[config.mk]
export PLATFORM = sky130hd
export DESIGN_NAME = mem_access_unit
export DESIGN_NICKNAME = d
export VERILOG_FILES = /design/src/rtl/mem_access_unit.sv
export SDC_FILE = /design/constraint.sdc
export NUM_CORES = 1
export LEC_CHECK = 0
export ABC_CLOCK_PERIOD_IN_PS = 1900
export CAP_MARGIN = 30
export CORE_ASPECT_RATIO = 0.8
export CORE_UTILIZATION = 40
export DETAILED_ROUTE_END_ITERATION = 10
export MAX_ROUTING_LAYER = met4
export PLACE_DENSITY = 0.89
export SLEW_MARGIN = 40
export SYNTH_ARGS = -nofsm -noshare
export SYNTH_HDL_FRONTEND = slang
export SYNTH_SLANG_ARGS = --single-unit
export TNS_END_PERCENT = 50
[constraint.sdc]
create_clock -name clock -period 1.9 [get_ports clock]
set_clock_uncertainty 0.1 [all_clocks]
set_input_delay 0.285 -clock clock [delete_from_list [all_inputs] [get_ports clock]]
set_output_delay 0.285 -clock clock [all_outputs]
set_load 0.01 [all_outputs]
[src/rtl/mem_access_unit.sv]
// rtl/mem_access_unit.sv - load/store sequencer driving the locked data-memory wrapper port.
// Optional grant-wait timeout enabled by defining MAU_GRANT_TIMEOUT_EN.
module mem_access_unit #(
    parameter int ID_WIDTH       = 4,
    parameter int TIMEOUT_CYCLES = 256
) (
    input  logic                clock,
    input  logic                reset,
    input  logic                op_valid,
    output logic                op_ready,
    input  logic                op_is_store,
    input  logic [31:0]         op_addr,
    input  logic [31:0]         op_wdata,
    input  logic [ID_WIDTH-1:0] op_issue_id,
    input  logic                store_commit,
    input  logic                flush,
    output logic [31:0]         mem_addr,
    output logic                mem_req_read,
    output logic                mem_req_write,
    output logic [ID_WIDTH-1:0] mem_issue_id,
    output logic                mem_release_lock,
    output logic                mem_write_commit,
    output logic [31:0]         mem_wdata,
    input  logic                mem_grant,
    input  logic [31:0]         mem_rdata,
    output logic                res_valid,
    output logic [31:0]         res_data,
    output logic [ID_WIDTH-1:0] res_issue_id,
    output logic                res_misaligned,
    output logic                res_timeout
);

    typedef enum logic [2:0] {
        S_IDLE    = 3'd0,
        S_REQ     = 3'd1,
        S_HOLD    = 3'd2,
        S_RELEASE = 3'd3,
        S_ERR     = 3'd4
    } state_t;

    state_t                r_state;
    state_t                w_next;
    logic [31:0]           r_addr;
    logic [31:0]           r_wdata;
    logic [ID_WIDTH-1:0]   r_id;
    logic                  r_is_store;
    logic [31:0]           r_rdata;
    logic                  r_flushed;
    logic                  r_timeout;
    logic                  w_accept;
    logic                  w_timeout;

    assign w_accept = op_valid & (r_state == S_IDLE);

`ifdef MAU_GRANT_TIMEOUT_EN
    localparam int CW_RAW = $clog2(TIMEOUT_CYCLES + 1);
    localparam int CW     = (CW_RAW < 8) ? 8 : CW_RAW;

    logic [CW-1:0] r_cnt;

    // Fires on the last permitted grant-less REQ cycle; a grant in that cycle wins.
    assign w_timeout = (r_state == S_REQ) & ~mem_grant & (r_cnt == CW'(TIMEOUT_CYCLES - 1));

    always_ff @(posedge clock) begin
        if (reset) begin
            r_cnt <= '0;
        end else if (w_accept) begin
            r_cnt <= '0;
        end else if ((r_state == S_REQ) && !mem_grant) begin
            r_cnt <= r_cnt + CW'(1);
        end
    end
`else
    assign w_timeout = 1'b0;
`endif

    always_ff @(posedge clock) begin
        if (reset) begin
            r_state <= S_IDLE;
        end else begin
            r_state <= w_next;
        end
    end

    always_comb begin
        w_next = r_state;
        case (r_state)
            S_IDLE: begin
                if (w_accept) begin
                    w_next = (op_addr[1:0] != 2'b00) ? S_ERR : S_REQ;
                end
            end
            S_REQ: begin
                if (flush) begin
                    w_next = S_RELEASE;
                end else if (mem_grant) begin
                    w_next = r_is_store ? S_HOLD : S_RELEASE;
                end else if (w_timeout) begin
                    w_next = S_RELEASE;
                end
            end
            S_HOLD: begin
                if (flush || (store_commit && mem_grant)) begin
                    w_next = S_RELEASE;
                end
            end
            S_RELEASE: w_next = S_IDLE;
            S_ERR:     w_next = S_IDLE;
            default:   w_next = S_IDLE;
        endcase
    end

    always_ff @(posedge clock) begin
        if (reset) begin
            r_addr     <= '0;
            r_wdata    <= '0;
            r_id       <= '0;
            r_is_store <= 1'b0;
            r_rdata    <= '0;
            r_flushed  <= 1'b0;
            r_timeout  <= 1'b0;
        end else if (w_accept) begin
            r_addr     <= op_addr;
            r_wdata    <= op_wdata;
            r_id       <= op_issue_id;
            r_is_store <= op_is_store;
            r_rdata    <= '0;
            r_flushed  <= 1'b0;
            r_timeout  <= 1'b0;
        end else if ((r_state == S_REQ) || (r_state == S_HOLD)) begin
            if (flush) begin
                r_flushed <= 1'b1;
            end else if ((r_state == S_REQ) && mem_grant && !r_is_store) begin
                r_rdata <= mem_rdata;
            end else if (w_timeout) begin
                r_timeout <= 1'b1;
            end
        end
    end

    assign op_ready         = (r_state == S_IDLE);
    assign mem_addr         = r_addr;
    assign mem_wdata        = r_wdata;
    assign mem_issue_id     = r_id;
    assign mem_req_read     = (r_state == S_REQ) & ~r_is_store;
    assign mem_req_write    = ((r_state == S_REQ) | (r_state == S_HOLD)) & r_is_store;
    // A reset arriving in HOLD abandons the store, so it must never strobe the write.
    assign mem_write_commit = (r_state == S_HOLD) & store_commit & mem_grant & ~flush & ~reset;
    assign mem_release_lock = (r_state == S_RELEASE);

    assign res_valid      = (r_state == S_ERR) | ((r_state == S_RELEASE) & ~r_flushed);
    assign res_data       = ((r_state == S_RELEASE) & ~r_flushed & ~r_is_store & ~r_timeout)
                            ? r_rdata : 32'd0;
    assign res_issue_id   = res_valid ? r_id : '0;
    assign res_misaligned = (r_state == S_ERR);
    assign res_timeout    = (r_state == S_RELEASE) & ~r_flushed & r_timeout;

endmodule

# Yosys cells after proc, flatten, opt, wreduce, memory -nomap -nowiden
# Index checks and enable logic that the tools add are counted.
[op_classes] n_eq_ne=7 muxes=9 n_bitwise=15 reduce_logical=12
[ops] op="$mux 32" n=1
[ops] op="$mux 3" n=5
[ops] op="$and 1x1->1" n=9
[ops] op="$pmux 3 s3" n=1
[ops] op="$eq 3x2->1 const B" n=2
[ops] op="$reduce_and 3->1" n=2
[ops] op="$mux 4" n=1
[ops] op="$not 1->1" n=4
[ops] op="$eq 3x1->1 const B" n=1
[ops] op="$eq 3x3->1 const B" n=1
[ops] op="$logic_and 1x1->1" n=3
[ops] op="$logic_not 3->1" n=1
[ops] op="$ne 3x3->1 const B" n=1
[ops] op="$logic_or 1x1->1" n=2
[ops] op="$ne 2x1->1 const B" n=1
[ops] op="$ne 2x2->1 const B" n=1
[ops] op="$or 1x1->1" n=2
[ops] op="$reduce_and 2->1" n=1
[ops] op="$reduce_bool 2->1" n=1
[ops] op="$reduce_or 2->1" n=1
[ops] op="$logic_not 1->1" n=1
[ops] op="$mux 1" n=1
[totals] register_bits=105 output_inout_bits=112

# Depth between registers and ports, before layout
[logic_depth] word_depth=5 mapped_depth=6 ltp_nobuf=4

# Least setup slack after synthesis
# OpenSTA, ideal clock, no wires.
[synth_timing] path_type="reg-to-output" start="reg r_state[2]" end="out res_issue_id[0]" arrival_time_ns=1.373 t_required_ns=1.515 path_slack_ns=0.142 stages_incl_launch_ff=5 cell_sequence="dfxtp_1 -> buf_2 -> nor3b_1 -> o21ba_2 -> nor2b_1"
[synth_rtl] item="start: declaration" line="41" text="state_t r_state;"
[synth_rtl] item="start signal: assignment" line="81" text="r_state <= w_next;"
[synth_rtl] item="$eq 3x3->1"
[synth_rtl] item="via res_misaligned" line="29" text="output logic res_misaligned,"
[synth_rtl] item="$or 1x1->1" line="151" text="assign res_valid = (r_state == S_ERR) | ((r_state == S_RELEASE) & ~r_flushed);"
[synth_rtl] item="$mux 4" line="154" text="assign res_issue_id = res_valid ? r_id : '0;"
[synth_rtl] item="end: declaration" line="28" text="output logic [ID_WIDTH-1:0] res_issue_id,"
# The timed path passes the listed nets, and every way through them passes these cells.

# Worst setup path in the final report
[layout_timing] start="reg r_state[2]" end="out res_data[14]"
[layout_via] elab_chain_len=4
[layout_rtl] item="$eq 3x2->1"
[layout_rtl] item="$and 1x1->1"
[layout_rtl] item="$and 1x1->1" line="152" text="assign res_data = ((r_state == S_RELEASE) & ~r_flushed & ~r_is_store & ~r_timeout)"
[layout_rtl] item="$mux 32" line="153" text="? r_rdata : 32'd0;"
[layout_rtl] item="end: declaration" line="27" text="output logic [31:0] res_data,"
# Every way passes these cells.

==> reports/results.txt <==
CTS tree: built
final hold vios: 0
GR Layer Usage met1: 26.1%
Worst-Margin Slew: 0.510 ns
Placer Congestion: 0.824
f_max: 0.483 GHz
Clk pwr share: 32.6%
Critical Path AT: 1.69 ns
met3 Use GR: 7.29%
failing checks: negative setup slack
Yosys cell types: 37
hold slack final: 0.354 ns
Gate power share: 22.5%
sequential power share: 44.9%
total CTS buffers: 9
Pwr Total: 5.41 mW
CTS Buffer Depth: 2
Int Power: 3.91 mW
Setup TNS Final: -4.62 ns
ANT nets after route: 0
Crit. End Element: primary output
Port Buffers: 217
outcome: complete, but fails checks
count of hold-fix buffers inserted at cts: 0
first-pass GRT wire length: 20.8 mm
yosys warns: 0
Post-Place Cells: 865
vias in the first global route: 4,394
core area: 10,300 sq um
Async SR Flop Fraction: 0%
# fillers: 751
Post-Syn Nets: 635
DIE WIDTH: 117 microns
type of origin of the critical path: register
diode count: 0
layer with the highest usage: met2
Post-Syn Area: 4250 sq um
Syn Area/Cell: 8.05 sq um
clock latency on the worst-skew pair: 0.35 ns
H-tree depth: 3
WP data required: 1.51 ns
vias per std cell: 5.09
Crit Path Class: register to primary output
unrepaired setup endpoints after global routing: yes
top cell type's share of synthesized area: 49.5%
area growth from synthesis to layout: 66.9%
Setup-failing EPs final: 37
Max Slew Vio Count: 0
Area after DPL: 6590 sq um
Final period util: 109%
post-route cell area: 7090 sq um
CTS Root Cell: clkbuf_16
ranking of synthesized cells by area: dfxtp_1, nand2_1, a21oi_1
Finished Layout Cells: 888
multi-input logic area: 1960 sq um
largest area contributor in the netlist: dfxtp_1
Die Y: 94.2 microns
fin util: 69.0%
Slew headroom: 66.0%
largest net degree at the start of global routing: 48
clk sinks: 105
Reg clk slew, reported paths: 0.07 ns
HPWL Detailed: 9.41 mm
number of core rows: 33
sequential fraction of the synthesis area: 49.5%
P_sw: 1.50 mW
Initial Utilization: 41.3%
EDFF count, synth: 0
static leakage: 2.72 nW
via count: 4,521
DRC viols: 0
GRT Total Usage: 25.4%
critical-path maximum fanout: 6
drt pass-1 iters: 4
ys flop type: dfxtp_1
GRT overflow: 0
worst slack at placement: -0.391 ns
synthesized flop and latch total: 105
register area: 2110 sq um
WL final: 13.9 mm
cell area power density: 763 nW/um^2
layout cell share with drive strength beyond 1: 18.9%
fin worst setup slack: -0.172 ns
MaxCap Viol Count: 0
Switching Fraction: 27.7%
Hold WC Path Type: register to register
Max IR drop VDD: 0.647 mV
cells after synthesis: 528
nets: 850
post-route minimum period: 2.07 ns
GR Util met2: 44.6%
Die ar.: 11,000 sq um
Boundary Pins: 219
initial antenna violation count: 0
Initial DRC Count: 354
post-DR wirelength/cell: 15.6 microns
-- layer usage --
layer  vias to the layer above  part of all wire [%]
met2                       208                    51
met1                      2098                    38
met5                         -                     0
li1                       2177                     -
met3                        38                   7.8
met4                         0                   3.5
-- cell usage in the layout, fill, tap and decap left out, drive strengths merged, types with 5 or more instances in the layout --
cell type,count
clkbuf,13
dfxtp,105
a21oi,102
nand3,32
clkinv,5
o21ai,33
nor2b,6
buf,73
and2,32
nand2,139
clkdlybuf4s50,173
-- power groups by stage --
stage / registers (mW) / clock network [mW] / logic [mW]
after CTS: 2.43 / 1.80 / 1.22
after detailed placement: 2.48 / 0 / 1.20
after floorplan: 2.52 / 0 / 0.493
after global routing: 2.45 / 1.91 / 1.31
after global placement: 2.47 / 0 / 1.17
final: 2.43 / 1.77 / 1.22
-- cell type report --
type / instances / area share [%]
clock buffers: 10 / 3.37
flip-flops and latches: 105 / 29.8
well taps: 140 / 2.47
repair buffers: 251 / 35.9
clock inverters: 6 / 0.582
multi-input cells: 373 / 27.6
inverters: 3 / 0.229
-- timing repair --
item	4_1_cts	5_1_grt
cloned	3	1
setup endpoints to repair	123	40
pin swaps	21	12
gates resized for setup	226	27
buffers inserted	2	1
-- worst paths after layout --
check	startpoint	to	slack, ns	cells past startpoint
worst max register to register	r_state[2]$_SDFFE_PP0P_	mem_addr[2]$_SDFFE_PP0P_	0.08	6
worst min-delay path	mem_wdata[2]$_SDFFE_PP0P_	mem_wdata[2]$_SDFFE_PP0P_	0.35	2
worst min register to register	mem_wdata[2]$_SDFFE_PP0P_	mem_wdata[2]$_SDFFE_PP0P_	0.35	2
worst max-delay path	r_state[2]$_SDFFE_PP0P_	res_data[14]	-0.17	6
-- critical path: stages, from the launching register on --
cell	delay (ns)
dfxtp_4	0.36
nand3b_1	0.21
nor3_4	0.22
buf_12	0.16
clkbuf_16	0.14
and2_1	0.11
buf_2	0.13
-- cells in the mapped netlist (3+ instances only) --
cell type    n
buf_6        3
nor2b_1      6
nand3_2      3
o21ai_0     33
nand2_1    139
and2_1      32
dfxtp_1    105
nor2_1       3
a21oi_1    102
nand3_1     29
clkbuf_1    14
nand2b_1     4
nor3b_1      3
buf_4        6
buf_2       18
-- sequential cells by signal (all words and copies together), names as in the netlist --
name	count
r_rdata	32
mem_wdata	32
r_is_store	1
r_state	3
mem_addr	32
mem_issue_id	4
r_flushed	1
-- cells by family after synthesis --
group / count (synthesis) / share of synthesized area (%)
compound gates: 142 / 17.3
xor+xnor: 1 / 0.206
buf+inv: 50 / 7.10
flops: 105 / 49.5
other cells: 1 / 0.0883
simple gates: 229 / 25.8
(Power assumes the default switching activity.)
